[src/rtl/z_stream_deserializer_pkg.sv]
// Shared types and defaults for the z-stream deserializer.
//   Contents: buffer state enum, default word width and match pattern.
package z_stream_pkg;

  localparam int unsigned DEF_WIDTH   = 8;
  localparam logic [7:0]  DEF_PATTERN = 8'hA5;

  // Output buffer occupancy
  typedef enum logic {
    ST_EMPTY = 1'b0,
    ST_FULL  = 1'b1
  } buf_state_e;

endpackage

[src/rtl/z_stream_deserializer_bit_shift_counter.sv]
// Serial bit collector: MSB-first shift register, in-word bit counter and a
// saturating fill counter, all flushed by clr.
//   clk, rst      : clock, asynchronous active-low reset
//   clr           : synchronous flush (drops a bit accepted in the same cycle)
//   bit_in        : serial data
//   bit_valid     : bit_in is accepted this cycle
//   window_c      : window including the current bit_in (combinational)
//   done_c        : this accept completes a word (combinational)
//   full_c        : this accept leaves at least WIDTH bits in the window (combinational)
module bit_shift_counter
  import z_stream_pkg::*;
#(
  parameter int unsigned WIDTH = DEF_WIDTH
) (
  input  logic             clk,
  input  logic             rst,
  input  logic             clr,
  input  logic             bit_in,
  input  logic             bit_valid,
  output logic [WIDTH-1:0] window_c,
  output logic             done_c,
  output logic             full_c
);

  localparam int unsigned CNT_W  = $clog2(WIDTH);
  localparam int unsigned FILL_W = $clog2(WIDTH + 1);

  // Only WIDTH-1 history bits are needed: the oldest bit falls out on every shift.
  logic [WIDTH-2:0]  shreg;
  logic [CNT_W-1:0]  bitcnt;
  logic [FILL_W-1:0] fillcnt;
  logic              accept;

  assign accept   = bit_valid & ~clr;
  assign window_c = {shreg, bit_in};
  assign done_c   = accept & (bitcnt == CNT_W'(WIDTH - 1));
  // Counts the current bit too, so the saturated value or one below it qualifies.
  assign full_c   = accept & ((fillcnt == FILL_W'(WIDTH)) |
                              (fillcnt == FILL_W'(WIDTH - 1)));

  // Collection state; never stalls.
  always_ff @(posedge clk or negedge rst) begin
    if (!rst) begin
      shreg   <= '0;
      bitcnt  <= '0;
      fillcnt <= '0;
    end else if (clr) begin
      shreg   <= '0;
      bitcnt  <= '0;
      fillcnt <= '0;
    end else if (accept) begin
      shreg <= window_c[WIDTH-2:0];
      if (done_c) begin
        bitcnt <= '0;
      end else begin
        bitcnt <= bitcnt + CNT_W'(1);
      end
      if (fillcnt != FILL_W'(WIDTH)) begin
        fillcnt <= fillcnt + FILL_W'(1);
      end
    end
  end

endmodule

[src/rtl/z_stream_deserializer.sv]
// Deserializes the registered z bit stream into WIDTH-bit words, presented on
// a one-entry valid/ready buffer, with a sliding-window pattern detector and a
// sticky overflow flag for dropped words.
//   clk, rst     : clock, asynchronous active-low reset
//   clr          : synchronous flush of all state, wins over bits and handshakes
//   bit_in       : serial data, MSB first
//   bit_valid    : bit_in is accepted this cycle
//   word_out     : buffered completed word
//   word_valid   : word_out holds an untaken word
//   word_ready   : consumer takes the word when word_valid is also 1
//   match_pulse  : one-cycle pulse after an accept whose window equals PATTERN
//   overflow     : sticky, a completed word was dropped while the buffer was full
module z_stream_deserializer
  import z_stream_pkg::*;
#(
  parameter int unsigned      WIDTH   = DEF_WIDTH,
  parameter logic [WIDTH-1:0] PATTERN = WIDTH'(DEF_PATTERN)
) (
  input  logic             clk,
  input  logic             rst,
  input  logic             clr,
  input  logic             bit_in,
  input  logic             bit_valid,
  output logic [WIDTH-1:0] word_out,
  output logic             word_valid,
  input  logic             word_ready,
  output logic             match_pulse,
  output logic             overflow
);

  logic [WIDTH-1:0] window_c;
  logic             done_c;
  logic             full_c;

  buf_state_e       state_q, state_d;
  logic [WIDTH-1:0] word_d;
  logic             match_d;
  logic             ovf_d;

  bit_shift_counter #(
    .WIDTH (WIDTH)
  ) u_collect (
    .clk       (clk),
    .rst       (rst),
    .clr       (clr),
    .bit_in    (bit_in),
    .bit_valid (bit_valid),
    .window_c  (window_c),
    .done_c    (done_c),
    .full_c    (full_c)
  );

  assign word_valid = (state_q == ST_FULL);

  // State and output registers.
  always_ff @(posedge clk or negedge rst) begin
    if (!rst) begin
      state_q     <= ST_EMPTY;
      word_out    <= '0;
      match_pulse <= 1'b0;
      overflow    <= 1'b0;
    end else begin
      state_q     <= state_d;
      word_out    <= word_d;
      match_pulse <= match_d;
      overflow    <= ovf_d;
    end
  end

  // Buffer next-state, word load, match detect and overflow.
  always_comb begin
    state_d = state_q;
    word_d  = word_out;
    match_d = 1'b0;
    ovf_d   = overflow;

    if (clr) begin
      state_d = ST_EMPTY;
      word_d  = '0;
      ovf_d   = 1'b0;
    end else begin
      match_d = full_c & (window_c == PATTERN);
      unique case (state_q)
        ST_EMPTY: begin
          if (done_c) begin
            state_d = ST_FULL;
            word_d  = window_c;
          end
        end
        ST_FULL: begin
          if (done_c) begin
            // A same-cycle handshake frees the slot with no bubble.
            if (word_ready) begin
              word_d = window_c;
            end else begin
              ovf_d = 1'b1;
            end
          end else if (word_ready) begin
            state_d = ST_EMPTY;
          end
        end
        default: state_d = ST_EMPTY;
      endcase
    end
  end

endmodule

[config.mk]
export PLATFORM = sky130hd
export DESIGN_NAME = z_stream_deserializer
export DESIGN_NICKNAME = d
export VERILOG_FILES = /design/src/rtl/z_stream_deserializer_pkg.sv /design/src/rtl/z_stream_deserializer_bit_shift_counter.sv /design/src/rtl/z_stream_deserializer.sv
export SDC_FILE = /design/constraint.sdc
export NUM_CORES = 1
export LEC_CHECK = 0
export ABC_AREA = 1
export CAP_MARGIN = 20
export CORE_MARGIN = 2
export CORE_UTILIZATION = 30
export DETAILED_ROUTE_END_ITERATION = 10
export GPL_TIMING_DRIVEN = 0
export PLACE_DENSITY = 0.54
export SYNTH_ARGS = -nofsm -noshare
export SYNTH_HDL_FRONTEND = slang
export SYNTH_SLANG_ARGS = --single-unit
[constraint.sdc]
create_clock -name clk -period 3.2 [get_ports clk]
set_input_delay 0.64 -clock clk [delete_from_list [all_inputs] [get_ports clk]]
set_output_delay 0.64 -clock clk [all_outputs]
set_load 0.005 [all_outputs]
==> results.cfg <==
[route]
route.antenna.remaining_nets = 0
routed_wl_um = 2200
dr_total_vias = 894
dr.first_iter.drc_count = 40
wl_per_cell_um = 10.9
firstDrtPassIters = 4
drc = 0
post_drt_via_cell_ratio = 4.45

[critical_path]
path_buf_inv = 1
crit_family = buffers and inverters
worst_ep_required_time_ns = 2.56
critPathMaxFanout = 2
slowest_delay_ns = 0.51
worst_setup_path_end_kind = output port
crit_slowest_cell = sky130_fd_sc_hd__clkdlybuf4s50_1
ff2ff_setup_slack_ns = 1.82
timing.setup.critical_path_class = reg2out
setup.worst_path.start_class = flip-flop
cell_by_cell_listing_of_the_critical_path = clkdlybuf4s50_1
cp.arrival_ns = 1.14

[clocking]
tritoncts.num_buffers = 3
clock_tree_from_tritoncts = done
cts_h_tree_depth = 1
cts_resized = 0
clkLatencyLatePin_ns = 0.28
cts_max_path_buffers = 2
cts_hold_buf = 0
cts-root-buf = sky130_fd_sc_hd__clkbuf_8
post-cts-setup-buffers = 0
cts_num_sinks = 25
cts_clock_pin_slew_for_the_worst_setup_and_hold_paths_ns = 0.09

[final_layout]
finalCoreUtilization = 0.393
antenna_cells_inserted = 0
instances_no_fill = 201
post_route_cells_drive_above_1_share = 0.118
layout_commonest_cell = sky130_fd_sc_hd__nand2_1
syn2layout_area_growth_pct = 24.4
design.final.nets = 164
layout.cells.most_common_list = sky130_fd_sc_hd__nand2_1 (44), sky130_fd_sc_hd__dfrtp_1 (25), sky130_fd_sc_hd__clkdlybuf4s50_1 (15)

[pwr]
vdd_drop_max_mv = 0.181
power.static_leakage_uw = 0.000718
power_per_cell_area_nw_per_um2 = 390

[timing]
tightestPinTransition_ns = 0.593
timing.final.max_slew_violations = 0
finalCriticalPeriod_ns = 1.78
grt_setup_unrepaired = no
totalNegativeSetupSlack_ns = 0
period_utilization = 0.557
slew-limit-headroom = 0.604
number_of_hold_violations_in_the_final_report = 0
worst_hold_slack_ns = 0.475
fmaxAchievable_mhz = 561
setup_viol = 0
fin_worst_skew_ns = 0.00671

[logic_synthesis]
post-synth-top-area-cell = sky130_fd_sc_hd__dfrtp_1
synth_seq_area_share = 0.533
synth_enable_flop_cells = 0
gate_count_post_synth = 133
synth_top_flop_cell = sky130_fd_sc_hd__dfrtp_1
synth.cell_area_um2 = 1170
ys_warn_count = 0
synth_area_leaders = sky130_fd_sc_hd__dfrtp_1 (53%), sky130_fd_sc_hd__nand2_1 (14%), sky130_fd_sc_hd__nand3_1 (5.1%)
ys_async_sr_fraction = 1.00
unique_masters_post_synth = 20
postSynthNetCount = 143
synth_top_area_frac = 0.533
yosys_register_bits = 25
syn-mean-instance-area_um2 = 8.82

[floorplanning]
fp.dieH_um = 66.5
top_level_ports = 17
die_width_um = 66.5
rows = 22
start_util = 0.316
placeableCoreArea_um2 = 3720
dieArea_um2 = 4430

[grt]
grt_pass1_vias = 862
grt_first_pass_wirelength_um = 3800
grt_start_max_net_pins = 16
overall_routing_resource_usage = 0.116
gr-total-overflow = 0
grt_antenna_before_repair = 0

[placed_design]
post-dp-hpwl_um = 1690
place.port_buffers = 15
globalplace.congestion = 0.774
dp_cells = 197

[run]
timing.max_cap.violations = 0

[status]
status = complete, no violations

[worst_hold_path]
hold_path.class = reg2reg
synth_stat cells (2+ instances only):
cell type and n:
sky130_fd_sc_hd__nand2_1 44, sky130_fd_sc_hd__nor2_1 14, sky130_fd_sc_hd__nand3_1 12, sky130_fd_sc_hd__inv_1 9
sky130_fd_sc_hd__nor2_4 2, sky130_fd_sc_hd__ha_1 4, sky130_fd_sc_hd__nand2_4 2, sky130_fd_sc_hd__o21ai_1 2
sky130_fd_sc_hd__buf_6 2, sky130_fd_sc_hd__inv_2 4, sky130_fd_sc_hd__o22ai_1 5, sky130_fd_sc_hd__dfrtp_1 25
logic make-up after synthesis:
| family | after synthesis | share of synthesized area |
|---|---|---|
| buf+inv | 16 | 0.0661 |
| flops | 25 | 0.533 |
| compound gates | 11 | 0.0576 |
| simple gates | 77 | 0.301 |
| fa+ha+maj | 4 | 0.0426 |
through the flow:
step,setup WS [ns],area [µm²],total power [µW]
floorplan,1.92,1170,359
global placement,1.17,1380,378
detailed placement,1.42,1410,383
CTS,1.41,1460,579
global route,1.37,1460,601
finish,1.42,1460,569
state kept, by name, summed over array words and instances, names as in the netlist:
name / flops
word_valid: 1
u_collect.shreg: 7
u_collect.fillcnt: 4
word_out: 8
overflow: 1
match_pulse: 1
u_collect.bitcnt: 3
worst paths after layout:
check	cells past startpoint	start	endpoint
worst max-delay path	1	word_valid	word_valid
worst min-delay path	2	word_out[2]	word_out[2]
worst max register to register	6	u_collect.bitcnt[0]	word_out[3]
worst min register to register	2	word_out[2]	word_out[2]
max in group asynchronous	2	rst	u_collect.bitcnt[2]
min in group asynchronous	1	rst	word_out[1]
worst register-to-register path: cells and delay by family, from the launching register on:
| kind | cells | cell delay, ns |
|---|---|---|
| AO/OA/AOI/OAI | 1 | 0.25 |
| flip-flops | 1 | 0.40 |
| AND/OR/NAND/NOR | 3 | 0.22 |
| adder cells (fa/ha/maj) | 2 | 0.46 |
final cells by class:
class	instances	area, µm²
Clock buffer	3	41.3
Fill cell	388	2260
Clock inverter	1	7.51
Sequential cell	25	626
Tap cell	48	60.1
Buffer	2	22.5
Multi-Input combinational cell	92	470
Timing Repair Buffer	16	178
Inverter	14	55.1
per-layer routing:
| metal | vias up | share of wire | global-route usage |
|---|---|---|---|
| met5 | - | 0 | 0 |
| met2 | 17 | 0.47 | 0.201 |
| met1 | 407 | 0.47 | 0.132 |
| li1 | 466 | - | - |
| met4 | 0 | 0.029 | 0.0765 |
| met3 | 4 | 0.037 | 0.0152 |
power by group:
group / total, µW / internal [µW] / switching [µW]
clock network: 193 / 88.5 / 105
registers: 326 / 322 / 4.72
logic: 49.8 / 19.8 / 30.0
total: 569 / 430 / 139
Note: power is estimated with default switching activity, not from simulation.
==> RTL edit 1 (config.mk and constraints unchanged) <==
Make the reset (`rst`) synchronous in 2 clocked blocks. Comments in the files are not updated.
--- a/src/rtl/z_stream_deserializer_bit_shift_counter.sv
+++ b/src/rtl/z_stream_deserializer_bit_shift_counter.sv
@@ -39,7 +39,7 @@
                               (fillcnt == FILL_W'(WIDTH - 1)));
 
   // Collection state; never stalls.
-  always_ff @(posedge clk or negedge rst) begin
+  always_ff @(posedge clk) begin
     if (!rst) begin
       shreg   <= '0;
       bitcnt  <= '0;
--- a/src/rtl/z_stream_deserializer.sv
+++ b/src/rtl/z_stream_deserializer.sv
@@ -53,7 +53,7 @@
   assign word_valid = (state_q == ST_FULL);
 
   // State and output registers.
-  always_ff @(posedge clk or negedge rst) begin
+  always_ff @(posedge clk) begin
     if (!rst) begin
       state_q     <= ST_EMPTY;
       word_out    <= '0;
Formal check against the unedited RTL: differs if rst is asserted again (counterexample within 10 cycles, from zero or initial values and one cycle with rst low); with rst held inactive, the same outputs for 10 cycles.
==> RTL edit 1 against the unedited design <==
- total power shrank 11%
- sequential power shrank 2%
- sequential share of layout area shrank 5.0 points
- area after synthesis shrank 8.2%
- worst setup slack lost 0.078 ns
- routed wire length shrank 3.8%
- first-iteration DRC count shrank 33%
- cell area shrank 9.4%
- hold slack gained 0.014 ns
- largest power group unchanged
- global-route usage grew 0.37 points
- via count grew 5.5%
- sequential cell count is the same
- non-clock buffer count grew 1
==> RTL edit 1: results (changes against the unedited design) <==
- WL met3: 58 µm (-29%)
- Status: complete, no violations
- Most common flop cell mapped by yosys: dfxtp_1
- Final estimated routing congestion in global placement: 0.751 (-2.9%)
- Largest net degree at the start of global routing: 15 (-1)
- Critical path arrival: 2.11 ns (+0.97 ns)
- Setup WS pre-CTS: 0.984 ns (-0.440 ns)
- Setup crit start: bit_valid
- Total GRT Usage: 12.0% (+0.37 points)
- Number of cells on the worst reg-to-reg path: 8 (+2)
- Critical Setup Path Class: primary input to flip-flop
- M1 wire length: 981 µm (-4.2%)
- Minimum clock period: 1.86 ns (+0.0781 ns)
- Clock Pin Slew Worst Setup and Hold Paths: 0.14 ns (+0.05 ns)
- Avg WL per Cell: 10.2 µm (-6.6%)
- Sequential fraction of the synthesis area: 46.5% (-6.8 points)
- 1st-iter DRT viols: 27 (-33%)
- Layout cells sized above 1: 8.07% (-3.7 points)
- Placed Area: 0.00129 mm² (-8.2%)
- First-pass GRT wire length: 3.83 mm (+0.90%)
- Top cells by count, synth: nand2_1, nor2_1, dfxtp_1
- Flop2flop setup slack: 1.79 ns (-0.03 ns)
- Worst Path Max Fanout: 10 (+8)
- Layout Nets: 172 (+4.9%)
- Post-DP HPWL: 1.61 mm (-4.4%)
- Number of global-route vias before repair: 939 (+8.9%)
- PortBufs: 16 (+1)
- VDD IR max: 0.117 mV (-35%)
- Clock Latency Late Sink: 0.33 ns (+0.05 ns)
- FILL cells: 371 (-4.4%)
## RTL edit 1: layout make-up
type / count / area (µm²) / area share [%]
multi-input combinational: 94 / 482 / 36.4
clock inverter: 1 / 5.00 / 0.378
clock buffer: 3 / 22.5 / 1.70
timing repair buffer: 16 / 160 / 12.1
sequential: 25 / 500 / 37.8
inverter: 19 / 71.3 / 5.39
buffer: 3 / 23.8 / 1.80
tap: 46 / 57.6 / 4.35
## RTL edit 1: metal layers
metal / vias up / GRT usage, %
li1: 486 / -
met1: 439 / 12.8
met2: 13 / 22.1
met3: 5 / 1.58
met4: 0 / 7.07
met5: - / 0
## RTL edit 1: kinds of logic after synthesis
logic type,share of synthesized area (%)
simple gates,28.8
flops,46.5
compound gates,11.3
buf+inv,8.83
fa+ha+maj,4.65
## RTL edit 1: worst min path at each step
stage,end,startpoint,cells after the start
finish,overflow,overflow,2
floorplan,u_collect.shreg[6],u_collect.shreg[5],2
global route,word_out[4],word_out[4],2
CTS,overflow,overflow,2
global placement,overflow,overflow,2
detailed placement,overflow,overflow,2
## RTL edit 1: through the flow
step,cells,utilization (%)
final,207,39.0
after CTS,207,39.0
after floorplan,141,-
after global routing,207,39.0
after global placement,203,38.2
after detailed placement,203,38.2
## RTL edit 1: report_power, final
part           total [mW]  switching, mW  internal [mW]  leakage (nW)
Combinational      0.0379         0.0231         0.0148         0.291
Sequential          0.320        0.00352          0.317         0.203
Clock               0.147          0.100         0.0470        0.0177
Total               0.506          0.127          0.379         0.511
## RTL edit 1: critical path, cell delays in order
cell,delay [ns]
clkdlybuf4s50_1,0.65
inv_2,0.12
nor2_8,0.16
nand2_4,0.09
nor2_8,0.14
buf_6,0.15
nand2_1,0.05
nand2_1,0.06
nor2_1,0.04
==> RTL edit 2 (config.mk and constraints unchanged) <==
Made on the original files. `DEF_WIDTH`: 8 -> 4.
--- a/src/rtl/z_stream_deserializer_pkg.sv
+++ b/src/rtl/z_stream_deserializer_pkg.sv
@@ -2,7 +2,7 @@
 //   Contents: buffer state enum, default word width and match pattern.
 package z_stream_pkg;
 
-  localparam int unsigned DEF_WIDTH   = 8;
+  localparam int unsigned DEF_WIDTH   = 4;
   localparam logic [7:0]  DEF_PATTERN = 8'hA5;
 
   // Output buffer occupancy
Ports: changed (resized word_out); port bits go from 17 to 13. No check against the original RTL was run, so the function may have changed too.
==> RTL edit 2 against the unedited design <==
- count of clock-buffer cells in the layout grew 1
- cell area is 38% lower
- area after synthesis shrank 37%
- sequential cell count shrank 10
- largest cell class unchanged
- total power fell by 36%
- routed wire length shrank 41%
- sequential share of layout area fell by 1.5 points
- utilization up 0.62 points
- worst setup slack lost 0.040 ns
- highest routed layer unchanged
- global-route usage grew 0.31 points
- final cell count down 37%
==> RTL edit 2: results (changes against the unedited design) <==
- Post-CTS Setup Repair Bufs: 0 (unchanged)
- Synth Register Bits: 15 (-40%)
- Fraction of area in registers: 41.3% (-1.5 points)
- Largest regs: word_out: 4 flops, u_collect.fillcnt: 3 flops, u_collect.shreg: 3 flops
- First-pass GRT wire length: 2.35 mm (-38%)
- Inverters: 12 (-2)
- GR Layer Usage met1: 15.5% (+2.2 points)
- Multi-input gate area: 303 µm² (-36%)
- M1 wire length: 682 µm (-33%)
- Worst Hold Launch: word_out[0]
- Sequential fraction of the synthesis area: 50.9% (-2.4 points)
- Critical path arrival: 1.18 ns (+0.04 ns)
- Setup WS pre-CTS: 1.44 ns (+0.0147 ns)
- Layout Nets: 108 (-34%)
- Syn_area_per_cell: 8.88 µm² (+0.62%)
- Inst Count DP: 122 (-38%)
- Top sig layer: met4
- Final estimated routing congestion in global placement: 0.684 (-12%)
- Top cells by count, synth: nand2_1, dfrtp_1, inv_1
- NonClk Buf Share: 13.4% (-0.35 points)
- FILL cells: 222 (-43%)
- Multi-input combinational area share: 33.3% (+1.1 points)
- Clock root buffer: clkbuf_4
- Post-DP HPWL: 998 µm (-41%)
- Pin slew with the least headroom to its limit: 0.693 ns (+0.100 ns)
- Initial antenna violation count: 0 (unchanged)
- Signal buffers: 12 (-6)
- Global Route met3 Usage: 2.50% (+0.98 points)
- Number of global-route vias before repair: 550 (-36%)
- VDD IR max: 0.172 mV (-5.2%)
- Avg WL per Cell: 10.2 µm (-6.3%)
- R2R Path Start: u_collect.fillcnt[0]
- Status: complete, no violations
- PortBufs: 11 (-4)
- Top post-synthesis cells by area: dfrtp_1, nand2_1, nand3_1
- Netlist cell types: 21 (+5.0%)
- Routed wl met2: 513 µm (-50%)
- Clock network area share: 2.89% (-0.45 points)
- WL met3: 48 µm (-41%)
- Clk_skew: 0.00457 ns (-0.00214 ns)
- Placed Area: 882 µm² (-37%)
- Layout cells sized above 1: 13.3% (+1.5 points)
- Routed WL: 1.29 mm (-41%)
- 1st-iter DRT viols: 7 (-83%)
- Static Leak: 0.445 nW (-38%)
- Net count after synthesis: 92 (-36%)
- Worst Path Max Fanout: 3 (+1)
- GR Util met2: 17.3% (-2.8 points)
- Total GRT Usage: 11.9% (+0.31 points)
- Via density: 4.38 (-1.5%)
- Layout clock buffer count: 4 (+1)
-- RTL edit 2: worst paths after layout --
check	to	slack [ns]	depth (start not counted)
worst max register to register	u_collect.fillcnt[2]	2.04	7
max in group asynchronous	word_out[3]	2.00	1
worst max-delay path	word_valid	1.38	1
worst min register to register	word_out[0]	0.48	2
min in group asynchronous	u_collect.bitcnt[0]	0.76	1
worst min-delay path	word_out[0]	0.48	2
-- RTL edit 2: kinds of logic (layout without fill, tap and decap cells) --
family | after synthesis | in the layout | synth area share (%)
buffers and inverters | 13 | 28 | 7.98
AOI/OAI and AO/OA | 11 | 11 | 10.5
and+or+nand+nor | 41 | 41 | 25.5
DFF | 15 | 15 | 50.9
adders and majority gates | 3 | 3 | 5.09
-- RTL edit 2: worst min-delay path: stages (launching register included) --
cell and delay [ns]:
dfrtp_1 0.35, nand2_1 0.05, nand2_1 0.04
-- RTL edit 2: power by group --
part	switching, mW	internal [mW]
clock	0.0628	0.0485
sequential	0.00481	0.198
combinational	0.0275	0.0218
